==> config.mk <==
export PLATFORM = sky130hd
export DESIGN_NAME = qtcore_seq_ctrl
export DESIGN_NICKNAME = d
export VERILOG_FILES = /design/src/rtl/qtcore_seq_ctrl.sv
export SDC_FILE = /design/constraint.sdc
export NUM_CORES = 1
export LEC_CHECK = 0
export CORE_MARGIN = 2
export CORE_UTILIZATION = 40
export CTS_CLUSTER_DIAMETER = 200
export CTS_CLUSTER_SIZE = 40
export DETAILED_ROUTE_END_ITERATION = 7
export PLACE_DENSITY_LB_ADDON = 0.1
export SETUP_SLACK_MARGIN = 0.5
export SLEW_MARGIN = 40
export SYNTH_ARGS = -nofsm -noshare
export SYNTH_HDL_FRONTEND = slang
export SYNTH_SLANG_ARGS = --single-unit
==> constraint.sdc <==
create_clock -name clk -period 6.1 [get_ports clk]
set_input_delay 0.61 -clock clk [delete_from_list [all_inputs] [get_ports clk]]
set_output_delay 0.61 -clock clk [all_outputs]
set_load 0.02 [all_outputs]
==> src/rtl/qtcore_seq_ctrl.sv <==
`default_nettype none
// ============================================================================
// Module  : qtcore_seq_ctrl
// Brief   : Command sequencer for a scan-loaded core. It handles LOAD (byte-wise
//           chain swap), RUN (run until halt) and STEP (one cycle).
//           Optional watchdog on RUN: define QTCORE_SEQ_WATCHDOG_EN.
// Revision: 1.0 - initial release
// ============================================================================
module qtcore_seq_ctrl #(
  parameter int CHAIN_LEN = 160,
  parameter int RUN_MAX   = 4096
) (
  input  logic       clk,
  input  logic       rst_n,
  input  logic       cmd_valid,
  output logic       cmd_ready,
  input  logic [1:0] cmd_op,
  input  logic       din_valid,
  output logic       din_ready,
  input  logic [7:0] din_data,
  output logic       dout_valid,
  input  logic       dout_ready,
  output logic [7:0] dout_data,
  output logic       scan_enable,
  output logic       scan_in,
  input  logic       scan_out,
  output logic       proc_en,
  input  logic       halt,
  output logic       busy,
  output logic       done,
  output logic       timeout
);

  localparam int          NBYTES    = CHAIN_LEN / 8;
  localparam logic [15:0] LAST_BYTE = 16'(NBYTES - 1);
  localparam logic [1:0]  OP_LOAD   = 2'b01;
  localparam logic [1:0]  OP_RUN    = 2'b10;
  localparam logic [1:0]  OP_STEP   = 2'b11;
  // An illegal configuration never offers cmd_ready, so it stays inert.
  localparam logic PARAM_OK = (CHAIN_LEN >= 8) && (CHAIN_LEN % 8 == 0) &&
                              (RUN_MAX >= 1) && (RUN_MAX <= 65535);

  typedef enum logic [2:0] {
    S_IDLE     = 3'd0,
    S_LD_WAIT  = 3'd1,
    S_LD_SHIFT = 3'd2,
    S_LD_OUT   = 3'd3,
    S_RUN      = 3'd4,
    S_STEP     = 3'd5,
    S_FIN      = 3'd6
  } state_t;

  state_t      state_q;
  logic        live_q;
  logic [15:0] byte_cnt_q;
  logic [2:0]  bit_cnt_q;
  logic [7:0]  shreg_q;
`ifdef QTCORE_SEQ_WATCHDOG_EN
  localparam logic [15:0] LAST_CYC = 16'(RUN_MAX - 1);
  logic [15:0] cyc_q;
  logic        timeout_q;
`endif

  always_ff @(posedge clk) begin
    if (!rst_n) begin
      state_q    <= S_IDLE;
      live_q     <= 1'b0;
      byte_cnt_q <= '0;
      bit_cnt_q  <= '0;
      shreg_q    <= '0;
`ifdef QTCORE_SEQ_WATCHDOG_EN
      cyc_q      <= '0;
      timeout_q  <= 1'b0;
`endif
    end else begin
      live_q <= PARAM_OK;
      case (state_q)
        S_IDLE: begin
          if (cmd_valid && cmd_ready) begin
            case (cmd_op)
              OP_LOAD: begin
                byte_cnt_q <= '0;
                state_q    <= S_LD_WAIT;
              end
              OP_RUN: begin
`ifdef QTCORE_SEQ_WATCHDOG_EN
                cyc_q <= '0;
`endif
                state_q <= halt ? S_FIN : S_RUN;
              end
              OP_STEP: state_q <= S_STEP;
              default: state_q <= S_IDLE;
            endcase
          end
        end
        S_LD_WAIT: begin
          if (din_valid) begin
            shreg_q   <= din_data;
            bit_cnt_q <= '0;
            state_q   <= S_LD_SHIFT;
          end
        end
        S_LD_SHIFT: begin
          // Chain bits leaving the core enter at the top, so after 8 shifts
          // the register holds the displaced byte LSB-aligned.
          shreg_q   <= {scan_out, shreg_q[7:1]};
          bit_cnt_q <= bit_cnt_q + 3'd1;
          if (bit_cnt_q == 3'd7) state_q <= S_LD_OUT;
        end
        S_LD_OUT: begin
          if (dout_ready) begin
            if (byte_cnt_q == LAST_BYTE) begin
              byte_cnt_q <= '0;
              state_q    <= S_FIN;
            end else begin
              byte_cnt_q <= byte_cnt_q + 16'd1;
              state_q    <= S_LD_WAIT;
            end
          end
        end
        S_RUN: begin
          if (halt) state_q <= S_FIN;
`ifdef QTCORE_SEQ_WATCHDOG_EN
          else if (cyc_q == LAST_CYC) begin
            timeout_q <= 1'b1;
            state_q   <= S_FIN;
          end else cyc_q <= cyc_q + 16'd1;
`endif
        end
        S_STEP: state_q <= S_FIN;
        S_FIN: begin
`ifdef QTCORE_SEQ_WATCHDOG_EN
          timeout_q <= 1'b0;
`endif
          state_q <= S_IDLE;
        end
        default: state_q <= S_IDLE;
      endcase
    end
  end

  assign cmd_ready   = live_q && (state_q == S_IDLE);
  assign din_ready   = (state_q == S_LD_WAIT);
  assign dout_valid  = (state_q == S_LD_OUT);
  assign dout_data   = dout_valid ? shreg_q : 8'h00;
  assign scan_enable = (state_q == S_LD_SHIFT);
  assign scan_in     = scan_enable && shreg_q[0];
  assign proc_en     = (state_q == S_RUN) || (state_q == S_STEP);
  assign busy        = (state_q != S_IDLE);
  assign done        = (state_q == S_FIN);
`ifdef QTCORE_SEQ_WATCHDOG_EN
  assign timeout     = (state_q == S_FIN) && timeout_q;
`else
  assign timeout     = 1'b0;
`endif

endmodule
`default_nettype wire

# == After elaboration in Yosys (flattened, before gate mapping) ==
# Cells that the tools add are included.
# classes
eq_ne,17
n_bitwise,0
n_mux,20
reduce_logical,11
n_div,0
multipliers,0
magnitude_cmp,0
n_addsub,2
shift,0
# ops
cell,n
$mux W16,4
$pmux W16 S2,1
$mux W3,7
$pmux W3 S6,1
$add A16 B1 Y16 const B,1
$eq A16 B5 Y1 const B,1
$mux W8,2
$pmux W8 S2,1
$eq A3 B3 Y1 const B,4
$pmux W3 S3,1
$eq A3 B2 Y1 const B,2
$ne A2 B1 Y1 const B,3
$ne A2 B2 Y1 const B,3
$pmux W3 S2,1
$reduce_and A5 Y1,1
$eq A2 B2 Y1 const B,2
$reduce_and A4 Y1,1
$reduce_bool A2 Y1,2
$add A3 B1 Y3 const B,1
$eq A3 B1 Y1 const B,1
$logic_and A1 B1 Y1,3
$logic_not A3 Y1,1
$reduce_bool A3 Y1,1
$eq A2 B1 Y1 const B,1
other kinds (4),4
# totals
output_inout_bits,17
rom_bits,0
regBits,31
memories,0
inputBits,17
ram_bits,0
elab_cells,55
latch_bits,0

# == Depth between registers and ports, before layout ==
# Gate-level depths: netlist of run 1.
# logic_depth
depth_word,5
depth_mapped,8
depth_no_buf,7

# == Worst setup path before layout of run 1 ==
# Ideal clock, no wire load.
# synth_path
kind,register to register
start,register byte_cnt_q[0]
end,register byte_cnt_q[4]
t_arrival_ns,2.160
setup_ns,0.117
period_less_slack_ns,2.277
path_stages_with_launch,8
required_time_ns,5.983
path_buffers,1
setup_slack_ns,3.823
path_cell_list,dfxtp_1 ha_1 or4b_1 or4_4 and2_4 buf_6 a22o_1 a22o_1
# synth_via
elab_chain_cells,4
elab_cells_between_ends,5
cone_classes,add/sub: 1; eq/ne: 1; mux: 3
# synth_rtl
element,line_no,rtl
from (decl),55,logic [15:0] byte_cnt_q;
from (signal assigned),116,byte_cnt_q <= byte_cnt_q + 16'd1;
$add A16 B1 Y16 / $eq A16 B5 Y1 (equally long branches),"116, 112",
$mux W16 (*),112,if (byte_cnt_q == LAST_BYTE) begin
$mux W16 (*),111,if (dout_ready) begin
$pmux W16 S2 (*),77,case (state_q)
# Mark *: on every way between the ends. The rest lies on a longest branch, timed or not. The select of a mux whose other input is x is not followed.
# A chain may end at the register's enable or synchronous reset.

# == Worst setup path after layout of run 1 ==
# layout_path
start,register state_q[1]
end,output port scan_enable
# layout_via
elab_chain_cells,1
# layout_rtl
element,line_no,rtl
from (decl),53,state_t state_q;
from (signal assigned),89,state_q <= halt ? S_FIN : S_RUN;
$eq A3 B2 Y1,146,assign scan_enable = (state_q == S_LD_SHIFT);
to (decl),24,"output logic scan_enable,"
# Every way passes these cells.

==> impl_results.md, run 1 <==
- R2R Setup Slk: between 3 and 4 ns
- Synth warn: 0
- Worst reg2reg path depth: 5
- Largest net degree at the start of global routing: 30
- Leakage: a little under 0.0009 uW
- Die ar.: between 5000 and 6000 um2
- Hold/Removal Path Class: reg2reg
- Max Buffers Root-to-Sink: 2
- Final net count: around 270
- Layout Skew: between 0.008 and 0.009 ns
- Drt total wl: 4.42 mm
- Register area: about 620 um2
- Top Ports: 34
- Hpwl dp: roughly 3.0 mm
- Mapped cell area: ~1800 um2
- Headroom to the max-slew limit: 0.559
- Combinational Power Share: 0.307
- Crit. path cell count: 3
- Root Buffer Master: clkbuf_8
- Drt first-iter violations: 68
- Crit path buf inv count: 1
- Final Setup Violations: 0
- DRT Pass-1 Iters: 4
- Layout cells sized above 1: 0.0645
- Max FO, Critical Path: 15
- Critical setup path kind: reg2out
- Routed Antenna Nets: 0
- Setup TNS: 0 ns
- Clock transition at the registers of the reported paths: around 0.07 ns
- CTS tree: yes
- CP max stage cell: clkdlybuf4s50_1
- Port bufs: 32
- Die Ht: ~71 um
- Seq/Total Area, Yosys: 0.343
- Vias: about 1.7k
- Hold Violations, Final: 0
- Placed Cells: roughly 290
- Status: complete, no violations
- Fin crit period: around 3 ns
- Worst-Skew Late Latency: between 0.2 and 0.3 ns
- Max-Cap Viols: 0
- Switch share: 0.347
- P_int: just over 400 uW
- Cell row count: 24
- Num CTS Buffers: 5
- CP peak stage delay: about 0.73 ns
- CP delay by family, top: simple AND/OR/NAND/NOR gates
- Area leader, netlist: dfxtp_1
- Placer Congestion: between 0.8 and 0.9
- Synth cell types: 44
- CTS-repair resized insts: 0
- H-Tree Level Count: 2
- First-pass GRT wire length: 7.58 mm
- Placed Instance Area: 2130 um2
- Cells after Synth: roughly 220
- Residual DRC: 0
- Design area: 2220 um2
- Die X: a little over 70 um
- Mapped Nets: 241
- Clock Sinks: 31
- Max VDD drop: about 0.13 mV
- Final period util: 0.500
- #FFs+latches synth: 31
- RSZ-0062 raised after global routing: no
- WP data arrival: roughly 2.4 ns
- Vias in the first global route: between 1.5k and 2k
- Drt wl/cell: 14.7 um
- Synth Area per Inst: approximately 8.2 um2
- Post-synthesis async set-or-reset flop share: 0
- Postcts setup bufs: 0
- Core region area: approximately 4400 um2
- P_sw: roughly 210 uW
- Synth area leaders: dfxtp_1 (34%), mux2i_1 (6.6%), nand2_1 (5.4%), o211a_1 (5.0%), and2_1 (3.8%)
- Share of power burned in registers: 0.436
- Initial antenna violation count: 0
- Worst Hold Depth: 1
- Tot GR Track Use: 0.184
- Fillers: approximately 450
- Synth-to-layout area growth: 22.7%
- Multi-input logic area: roughly 1100 um2
- Cts-stage hold buffer count: 0
- Critical Path End Type: primary output
- Grt total ovfl: 0
- Post-synth top area share: 0.343
- Peak Freq: roughly 330 MHz
- Clock Power Share: 0.257
- Initial Utilization: 0.416
- Final hold slack: 0.497 ns
- Worst-Margin Slew: approximately 0.66 ns
- CP Data Required Time: 5.49 ns
- Worst-path cell chain: nor2b_1 -> and2_1 -> clkdlybuf4s50_1
- Via-to-Cell Ratio: approximately 5.7
- Ant diodes: 0
- Main synth FF type: dfxtp_1
- Finished Layout Cells: 300
- Startpoint class of the critical path: flop
- Post-synth EDFFs: 0
- Final slew viol count: 0
- Power density cells: roughly 280 nW/um2
-- per-layer routing --
layer  global-route usage  wire, um
met5                    0         0
met4               0.0650        38
met3               0.0450       192
met2                0.295      2050
met1                0.243      2140
-- cells in the mapped netlist (2+ instances only) --
| cell | number |
|---|---|
| a21boi_0 | 4 |
| a21oi_1 | 5 |
| a22o_1 | 6 |
| a31oi_1 | 5 |
| and2_1 | 11 |
| and3_1 | 9 |
| buf_1 | 2 |
| clkbuf_1 | 9 |
| dfxtp_1 | 31 |
| ha_1 | 3 |
| inv_1 | 4 |
| mux2i_1 | 12 |
| nand2_1 | 26 |
| nand2b_1 | 2 |
| nand3_1 | 9 |
| nand4_1 | 3 |
| nor2_1 | 13 |
| nor2b_1 | 9 |
| nor3_1 | 8 |
| o211a_1 | 9 |
| o21ai_0 | 12 |
| o31ai_1 | 5 |
| or4_4 | 2 |
| or4b_1 | 2 |
-- path summary, 6_finish.rpt --
path | from | end
min | byte_cnt_q[15] | byte_cnt_q[15]
min reg2reg | byte_cnt_q[15] | byte_cnt_q[15]
max | state_q[1] | scan_enable
max reg2reg | state_q[1] | byte_cnt_q[15]
-- layout make-up --
type,instances,share of cell area
Multi-Input combinational cell,173,0.506
Sequential cell,31,0.279
Timing Repair Buffer,32,0.142
Clock buffer,7,0.0344
Tap cell,52,0.0293
Inverter,4,0.00676
Clock inverter,1,0.00225
-- sequential cells by signal, summed over array words and instances, names as in the netlist --
signal and count:
bit_cnt_q 3, byte_cnt_q 16, live_q 1, shreg_q 8, state_q 3
-- layout by cell type (no fill, tap or decap), types with 2 or more instances in the layout --
cell and count:
or4_4 2, mux2i_1 12, a31oi_1 5, nand3_1 9
dfxtp_1 31, nand4_1 3, clkbuf_1 2, o21ai_0 12
and3_1 9, inv_1 4, nand2b_1 2, a22o_1 6
nor2b_1 9, nor2_1 12, nor3_1 8, a21boi_0 4
and2_1 11, or4b_1 2, o31ai_1 5, a21oi_1 5
nand2_1 26, clkbuf_8 5, ha_1 3, clkdlybuf4s50_1 31
o211a_1 9
-- worst register-to-register path, stage by stage (launching register included) --
cell	delay, ns
dfxtp_1	0.45
or4b_1	0.58
o32a_2	0.46
nor3_2	0.33
nand2_1	0.25
o31ai_1	0.30
-- cells by family (layout without fill, tap and decap cells) --
| kind of cell | after synthesis | after routing | synth area share |
|---|---|---|---|
| AO/OA/AOI/OAI | 55 | 55 | 0.223 |
| adder cells (fa/ha/maj) | 3 | 3 | 0.0207 |
| other | 1 | 1 | 0.00207 |
| multiplexers | 12 | 12 | 0.0663 |
| flip-flops | 31 | 31 | 0.343 |
| buffers and inverters | 17 | 44 | 0.0415 |
| AND/OR/NAND/NOR | 102 | 102 | 0.303 |
-- power by group through the flow --
stage | sequential, uW | combinational, uW | clock [uW]
3_3_place_gp | 273 | 190 | 0
4_1_cts | 269 | 190 | 162
3_5_place_dp | 273 | 189 | 0
6_report | 269 | 189 | 159
2_1_floorplan | 252 | 147 | 0
5_1_grt | 274 | 210 | 171
-- through the flow --
stage | util | power [uW] | setup slack (ns)
2_1_floorplan | - | 399 | 3.82
3_3_place_gp | 0.491 | 463 | 3.15
3_5_place_dp | 0.490 | 462 | 3.12
4_1_cts | 0.509 | 622 | 3.05
5_1_grt | 0.510 | 656 | 2.90
6_report | 0.510 | 617 | 3.05
(Power assumes the default switching activity.)
==> inputs of run 2 (changes only) <==
==> constraint.sdc (replaced) <==
create_clock -name clk -period 2.8 [get_ports clk]
set_input_delay 0.28 -clock clk [delete_from_list [all_inputs] [get_ports clk]]
set_output_delay 0.28 -clock clk [all_outputs]
set_load 0.02 [all_outputs]
==> run 2 against run 1 <==
  * Routed wire length is 1.1% higher
  * Clock-buffer cell count is 1 higher
  * First-iteration DRC count is 63% higher
  * Design area is 6.8% higher
  * Largest cell class unchanged
  * Critical endpoint is now byte_cnt_q[4]
  * Non-clock buffer count is 8 higher
  * Clock power is 150% higher
  * Clock skew is 0.0023 ns higher
  * Cell count is 2.7% higher
  * Register-to-register slack worse by 3.1 ns
  * Worst hold slack worse by 0.0043 ns
  * Sequential power is 110% higher
  * Combinational power is 140% higher
==> impl_results.md, run 2 (same netlist as run 1, synthesis figures left out) <==
- Status: complete, no violations (unchanged)
- R2R Setup Slk: 0.58 ns (was 3.65 ns)
- Max-Cap Viols: 0 (unchanged)
- Final net count: 275 (was 267)
- Grt total ovfl: 0 (unchanged)
- WP data arrival: 2.40 ns (was 2.44 ns)
- CP delay by family, top: simple AND/OR/NAND/NOR gates (unchanged)
- Layout Skew: 0.0103 ns (was 0.00803 ns)
- Setup TNS: 0 ns (unchanged)
- Clock transition at the registers of the reported paths: 0.07 ns (about the same)
- Residual DRC: 0 (unchanged)
- Worst-path cell chain: or4_4 -> or4_4 -> and2_4 -> a22o_1 -> a22o_1 (was nor2b_1 -> and2_1 -> clkdlybuf4s50_1)
- CTS tree: yes (unchanged)
- First-pass GRT wire length: 7.56 mm (was 7.58 mm)
- Post-layout util: 0.545 (was 0.510)
- Most common cell after layout, fill and taps aside: dfxtp_1
- Drt first-iter violations: 111 (was 68)
- DRT Pass-1 Iters: 4 (unchanged)
- Worst Hold Depth: 2 (was 1)
- Most frequent cells in the layout: dfxtp_1 (26), nand2_1 (24), clkdlybuf4s50_1 (24), nor2_1 (13) (was dfxtp_1 (31), clkdlybuf4s50_1 (31), nand2_1 (26))
- Drt wl/cell: 14.5 um (was 14.7 um)
- H-Tree Level Count: 2 (unchanged)
- Biggest register: byte_cnt_q (unchanged)
- RSZ-0062 raised after global routing: yes (was no)
- Largest net degree at the start of global routing: 29 (was 30)
- Die X: 71.3 um (unchanged)
- Hold Violations, Final: 0 (unchanged)
- Drt total wl: 4.47 mm (was 4.42 mm)
- FF-to-FF End: byte_cnt_q[4] (was byte_cnt_q[15])
- Layout cells sized above 1: 0.137 (was 0.0645)
- Critical setup path kind: reg2reg (was reg2out)
- Leakage: 0.00110 uW (was 0.000892 uW)
- Hold Crit Endpoint: bit_cnt_q[1] (was byte_cnt_q[15])
- Synth-to-layout area growth: 31.0% (was 22.7%)
- Vias in the first global route: 1,646 (was 1,697)
- Vias: 1,744 (was 1,709)
- CP peak stage delay: 0.57 ns (was 0.73 ns)
- Clock Sinks: 31 (unchanged)
- Worst-Skew Late Latency: 0.29 ns (was 0.28 ns)
- Worst reg2reg path depth: 5 (unchanged)
- Top Registers: byte_cnt_q x16, shreg_q x8 (unchanged)
- Startpoint class of the critical path: flop (unchanged)
- Core region area: 4350 um2 (unchanged)
- Max FO, Critical Path: 8 (was 15)
- Routed Antenna Nets: 0 (unchanged)
- Hpwl dp: 3.03 mm (was 3.02 mm)
- Final period util: 0.793
- Num CTS Buffers: 5 (unchanged)
- Max VDD drop: 0.242 mV (was 0.128 mV)
- Power density cells: 602 nW/um2 (was 278 nW/um2)
- Fin crit period: roughly 2.2 ns
- CP Data Required Time: 2.98 ns (was 5.49 ns)
- Tot GR Track Use: 0.186 (was 0.184)
- Critical Path End Type: flop (was primary output)
- Final Setup Violations: 0 (unchanged)
- Top Ports: 34 (unchanged)
- Initial antenna violation count: 0 (unchanged)
- Die Ht: 71.3 um (unchanged)
- Hold Crit Start: bit_cnt_q[1] (was byte_cnt_q[15])
- Peak Freq: 450 MHz
- Final slew viol count: 0 (unchanged)
- Initial Utilization: 0.416 (unchanged)
- Die ar.: 5080 um2 (unchanged)
- Max reg flops: 16 (unchanged)
- CP max stage cell: or4_4 (was clkdlybuf4s50_1)
- Via-to-Cell Ratio: 5.66 (was 5.70)
- Root Buffer Master: clkbuf_8 (unchanged)
- Ant diodes: 0 (unchanged)
- RR Startpoint: byte_cnt_q[13] (was state_q[1])
- Cell row count: 24 (unchanged)
- Hold/Removal Path Class: reg2reg (unchanged)
- Placer Congestion: 0.820 (was 0.808)
- Crit path buf inv count: 0 (was 1)
- Port bufs: 32 (unchanged)
- Max Buffers Root-to-Sink: 2 (unchanged)
## run 2: cell count changes in the layout (fill, tap and decap cells not counted), sizes merged
cell	previous run	this run
clkbuf	7	8
clkinv	1	0
dlymetal6s2s	0	8
buf	1	8
clkdlybuf4s50	31	24
## run 2: how the worst max path moves through the flow
stage / startpoint / end / slack, ns / depth (start not counted)
final: byte_cnt_q[13] / byte_cnt_q[4] / 0.58 / 5
after CTS: byte_cnt_q[1] / byte_cnt_q[4] / 0.51 / 6
after floorplan: byte_cnt_q[0] / byte_cnt_q[4] / 0.52 / 7
after detailed placement: cmd_op[0] / byte_cnt_q[13] / 0.35 / 6
after global routing: state_q[1] / byte_cnt_q[12] / 0.48 / 6
after global placement: cmd_op[0] / byte_cnt_q[13] / 0.39 / 6
## run 2: per-stage QoR
step / cells / power (uW) / hold WS [ns] / setup WS [ns] / cell area, um2
floorplan: 221 / 869 / 0.308 / 0.523 / 1810
global placement: 298 / 1030 / 0.474 / 0.389 / 2180
detailed placement: 298 / 1030 / 0.481 / 0.354 / 2180
CTS: 306 / 1440 / 0.494 / 0.513 / 2300
global route: 308 / 1510 / 0.532 / 0.478 / 2370
finish: 308 / 1430 / 0.492 / 0.579 / 2370
## run 2: metal layers
metal	up-vias	global-route usage	routed length, um
met5	-	0	0
met4	0	0.0755	51
met3	5	0.0450	189
met2	38	0.272	1960
met1	822	0.263	2270
li1	879	-	-
## run 2: repair_timing
item | in CTS | in global routing
endpoints found under the hold margin | 0 | 0
hold buffers | 0 | 0
endpoints found under the setup margin | 11 | 19
gates resized for setup | 8 | 17
buffers inserted | 0 | 2
## run 2: layout make-up
type,instances,area [um2]
fillers,432,1980
multi-input cells,173,1160
flip-flops and latches,31,629
repair buffers,40,400
clock buffers,8,100
well taps,52,65.1
inverters,4,17.5
## run 2: power breakdown
part	switching (uW)	internal (uW)	leakage, uW
combinational	232	222	0.000797
clock	172	224	0.0000515
sequential	70.9	507	0.000254
total	475	953	0.00110
## run 2: worst min-delay path: cells and delay by family, from the launching register on
family	cells	cell delay, ns
flops	1	0.31
compound gates	2	0.13
==> inputs of run 3 (changes only) <==
==> constraint.sdc (replaced) <==
create_clock -name clk -period 2 [get_ports clk]
set_input_delay 0.2 -clock clk [delete_from_list [all_inputs] [get_ports clk]]
set_output_delay 0.2 -clock clk [all_outputs]
set_load 0.02 [all_outputs]
==> run 3 against run 2 <==
  * The flow now finishes with violations (negative setup slack)
  * Combinational power increased by 93%
  * Clock skew decreased by 0.0055 ns
  * Via count increased by 9.9%
  * Critical path depth increased by 1
  * Sequential power increased by 36%
  * Clock-buffer cell count decreased by 2
  * Sequential share of layout area decreased by 4.7 points
  * Critical endpoint unchanged
  * First-iteration DRC count decreased by 43%
  * Highest routed layer unchanged
  * Worst hold slack got worse by 0.0042 ns
  * Worst setup slack got worse by 0.73 ns
  * Clock power increased by 64%
  * Cell count increased by 14%
==> impl_results.md, run 3 (same netlist as run 1, synthesis figures left out) <==
- Power density cells: 806 nW/um2 (was 602 nW/um2)
- Via-to-Cell Ratio: 5.45 (was 5.66)
- Clock Sinks: 31 (unchanged)
- Synth-to-layout area growth: 58.7% (was 31.0%)
- Most frequent CP cell: a22o_1
- Root Buffer Master: clkbuf_8 (unchanged)
- H-Tree Level Count: 2 (unchanged)
- Residual DRC: 0 (unchanged)
- Leakage: 0.00128 uW (was 0.00110 uW)
- Vias in the first global route: 1,847 (was 1,646)
- Register area: 627 um2 (was 629 um2)
- CP Data Required Time: 2.18 ns (was 2.98 ns)
- Drt wl/cell: 14.4 um (was 14.5 um)
- Most common cell after layout, fill and taps aside: buf_4 (was dfxtp_1)
- Layout Skew: 0.00484 ns (was 0.0103 ns)
- Die ar.: 5080 um2 (unchanged)
- Worst Hold Depth: 2 (unchanged)
- Startpoint class of the critical path: flop (unchanged)
- Placer Congestion: 0.852 (was 0.820)
- First-pass GRT wire length: 8.42 mm (was 7.56 mm)
- Worst-path cell chain: ha_4 -> or4b_4 -> or4_4 -> and2_4 -> a22o_1 -> a22o_1 (was or4_4 -> or4_4 -> and2_4 -> a22o_1 -> a22o_1)
- Largest net degree at the start of global routing: 19 (was 29)
- Hpwl dp: 3.28 mm (was 3.03 mm)
- Final period util: 1.08 (was 0.793)
- Placed Instance Area: 2460 um2 (was 2180 um2)
- RSZ-0062 raised after global routing: yes (unchanged)
- Peak Freq: 465 MHz (was 450 MHz)
- Max Buffers Root-to-Sink: 2 (unchanged)
- Vias: 1,917 (was 1,744)
- Design area: 2870 um2 (was 2370 um2)
- CTS tree: yes (unchanged)
- Max FO, Critical Path: 3 (was 8)
- Routed Antenna Nets: 0 (unchanged)
- Multi-input logic area: 1260 um2 (was 1160 um2)
- Fin crit period: 2.15 ns (was 2.22 ns)
- Final Setup Violations: 14 (was 0)
- DRT Pass-1 Iters: 4 (unchanged)
- Critical setup path kind: reg2reg (unchanged)
- CP max stage cell: or4_4 (unchanged)
- Critical Path End Type: flop (unchanged)
- Final slew viol count: 0 (unchanged)
- Max reg flops: 16 (unchanged)
- Max-Cap Viols: 0 (unchanged)
- Hold Violations, Final: 0 (unchanged)
- Most frequent cells in the layout: buf_4 (37), dfxtp_1 (26), nand2_1 (25), buf_6 (20), clkdlybuf4s50_1 (16) (was dfxtp_1 (26), nand2_1 (24), clkdlybuf4s50_1 (24), nor2_1 (13))
- WP data arrival: 2.33 ns (was 2.40 ns)
- Drt total wl: 5.06 mm (was 4.47 mm)
- Failing checks: negative setup slack
- Biggest register: byte_cnt_q (unchanged)
- Dpl ws: -0.235 ns (was 0.354 ns)
- Die Ht: 71.3 um (unchanged)
- Grt total ovfl: 0 (unchanged)
- Core region area: 4350 um2 (unchanged)
- Die X: 71.3 um (unchanged)
- CP peak stage delay: 0.50 ns (was 0.57 ns)
- Top Ports: 34 (unchanged)
- Final net count: 319 (was 275)
- Worst-Skew Late Latency: 0.28 ns (was 0.29 ns)
- Cell row count: 24 (unchanged)
- Worst reg2reg path depth: 6 (was 5)
- Fillers: 374 (was 432)
- Drt first-iter violations: 63 (was 111)
- Final setup margin: -0.151 ns (was 0.579 ns)
- Max VDD drop: 0.547 mV (was 0.242 mV)
- Top Registers: byte_cnt_q x16, shreg_q x8 (unchanged)
- Status: finished with violations (was complete, no violations)
- Tot GR Track Use: 0.206 (was 0.186)
- Initial antenna violation count: 0 (unchanged)
- Port bufs: 32 (unchanged)
- Hold/Removal Path Class: reg2reg (unchanged)
- Ant diodes: 0 (unchanged)
- Initial Utilization: 0.416 (unchanged)
- Final hold slack: 0.488 ns (was 0.492 ns)
- Layout cells sized above 1: 0.383 (was 0.137)
- Num CTS Buffers: 5 (unchanged)
- Clock transition at the registers of the reported paths: 0.07 ns (about the same)
## run 3: changes by cell type in the layout (fill, tap and decap cells not counted), moves of 4 or more
cell / change
buf_6: +20
and2_4: +9
and2_1: -9
buf_2: +4
clkdlybuf4s50_1: -8
buf_4: +29
dlymetal6s2s_1: -8
## run 3: final cells by class
type                            instances  area share
Timing Repair Buffer                   83       0.271
Clock buffer                            6      0.0287
Multi-Input combinational cell        173       0.438
Timing Repair inverter                  1     0.00261
Sequential cell                        31       0.218
Inverter                                4     0.00609
Clock inverter                          2      0.0122
Tap cell                               52      0.0226
## run 3: through the flow
stage	instances	setup TNS (ns)	utilization	power, uW
after floorplan	221	-0.597	-	1240
after global placement	329	-2.66	0.565	1500
after detailed placement	329	-2.90	0.565	1500
after CTS	350	-1.10	0.625	2210
after global routing	352	-2.41	0.660	2450
final	352	-1.30	0.660	2320
## run 3: path summary, 6_finish.rpt
kind	slack [ns]	startpoint	endpoint
setup / recovery	-0.15	byte_cnt_q[1]	byte_cnt_q[4]
hold / removal	0.49	bit_cnt_q[1]	bit_cnt_q[1]
setup reg to reg	-0.15	byte_cnt_q[1]	byte_cnt_q[4]
hold reg to reg	0.49	bit_cnt_q[1]	bit_cnt_q[1]
## run 3: metal layers
metal  vias to the layer above  track usage  share of wire
met5                         -            0              0
met4                         0       0.0713          0.011
met3                         8       0.0436          0.051
met2                        62        0.323           0.46
met1                       880        0.283           0.47
li1                        967            -              -
## run 3: report_power, final
group          internal [uW]  switching (uW)
clock                    403             248
combinational            446             431
sequential               713            75.8
## run 3: what timing repair did
action	in CTS	in global routing
setup endpoints to repair	37	43
endpoints found under the hold margin	0	0
pin swaps	7	9
gates resized for setup	99	42
setup buffers	12	1
gates cloned	1	1
hold buffers	0	0
## run 3: worst max-delay path: cells and delay by family (launching register included)
| kind | cells | cell delay, ns |
|---|---|---|
| DFF | 1 | 0.35 |
| and+or+nand+nor | 3 | 1.14 |
| AOI/OAI and AO/OA | 2 | 0.42 |
| adders and majority gates | 1 | 0.13 |
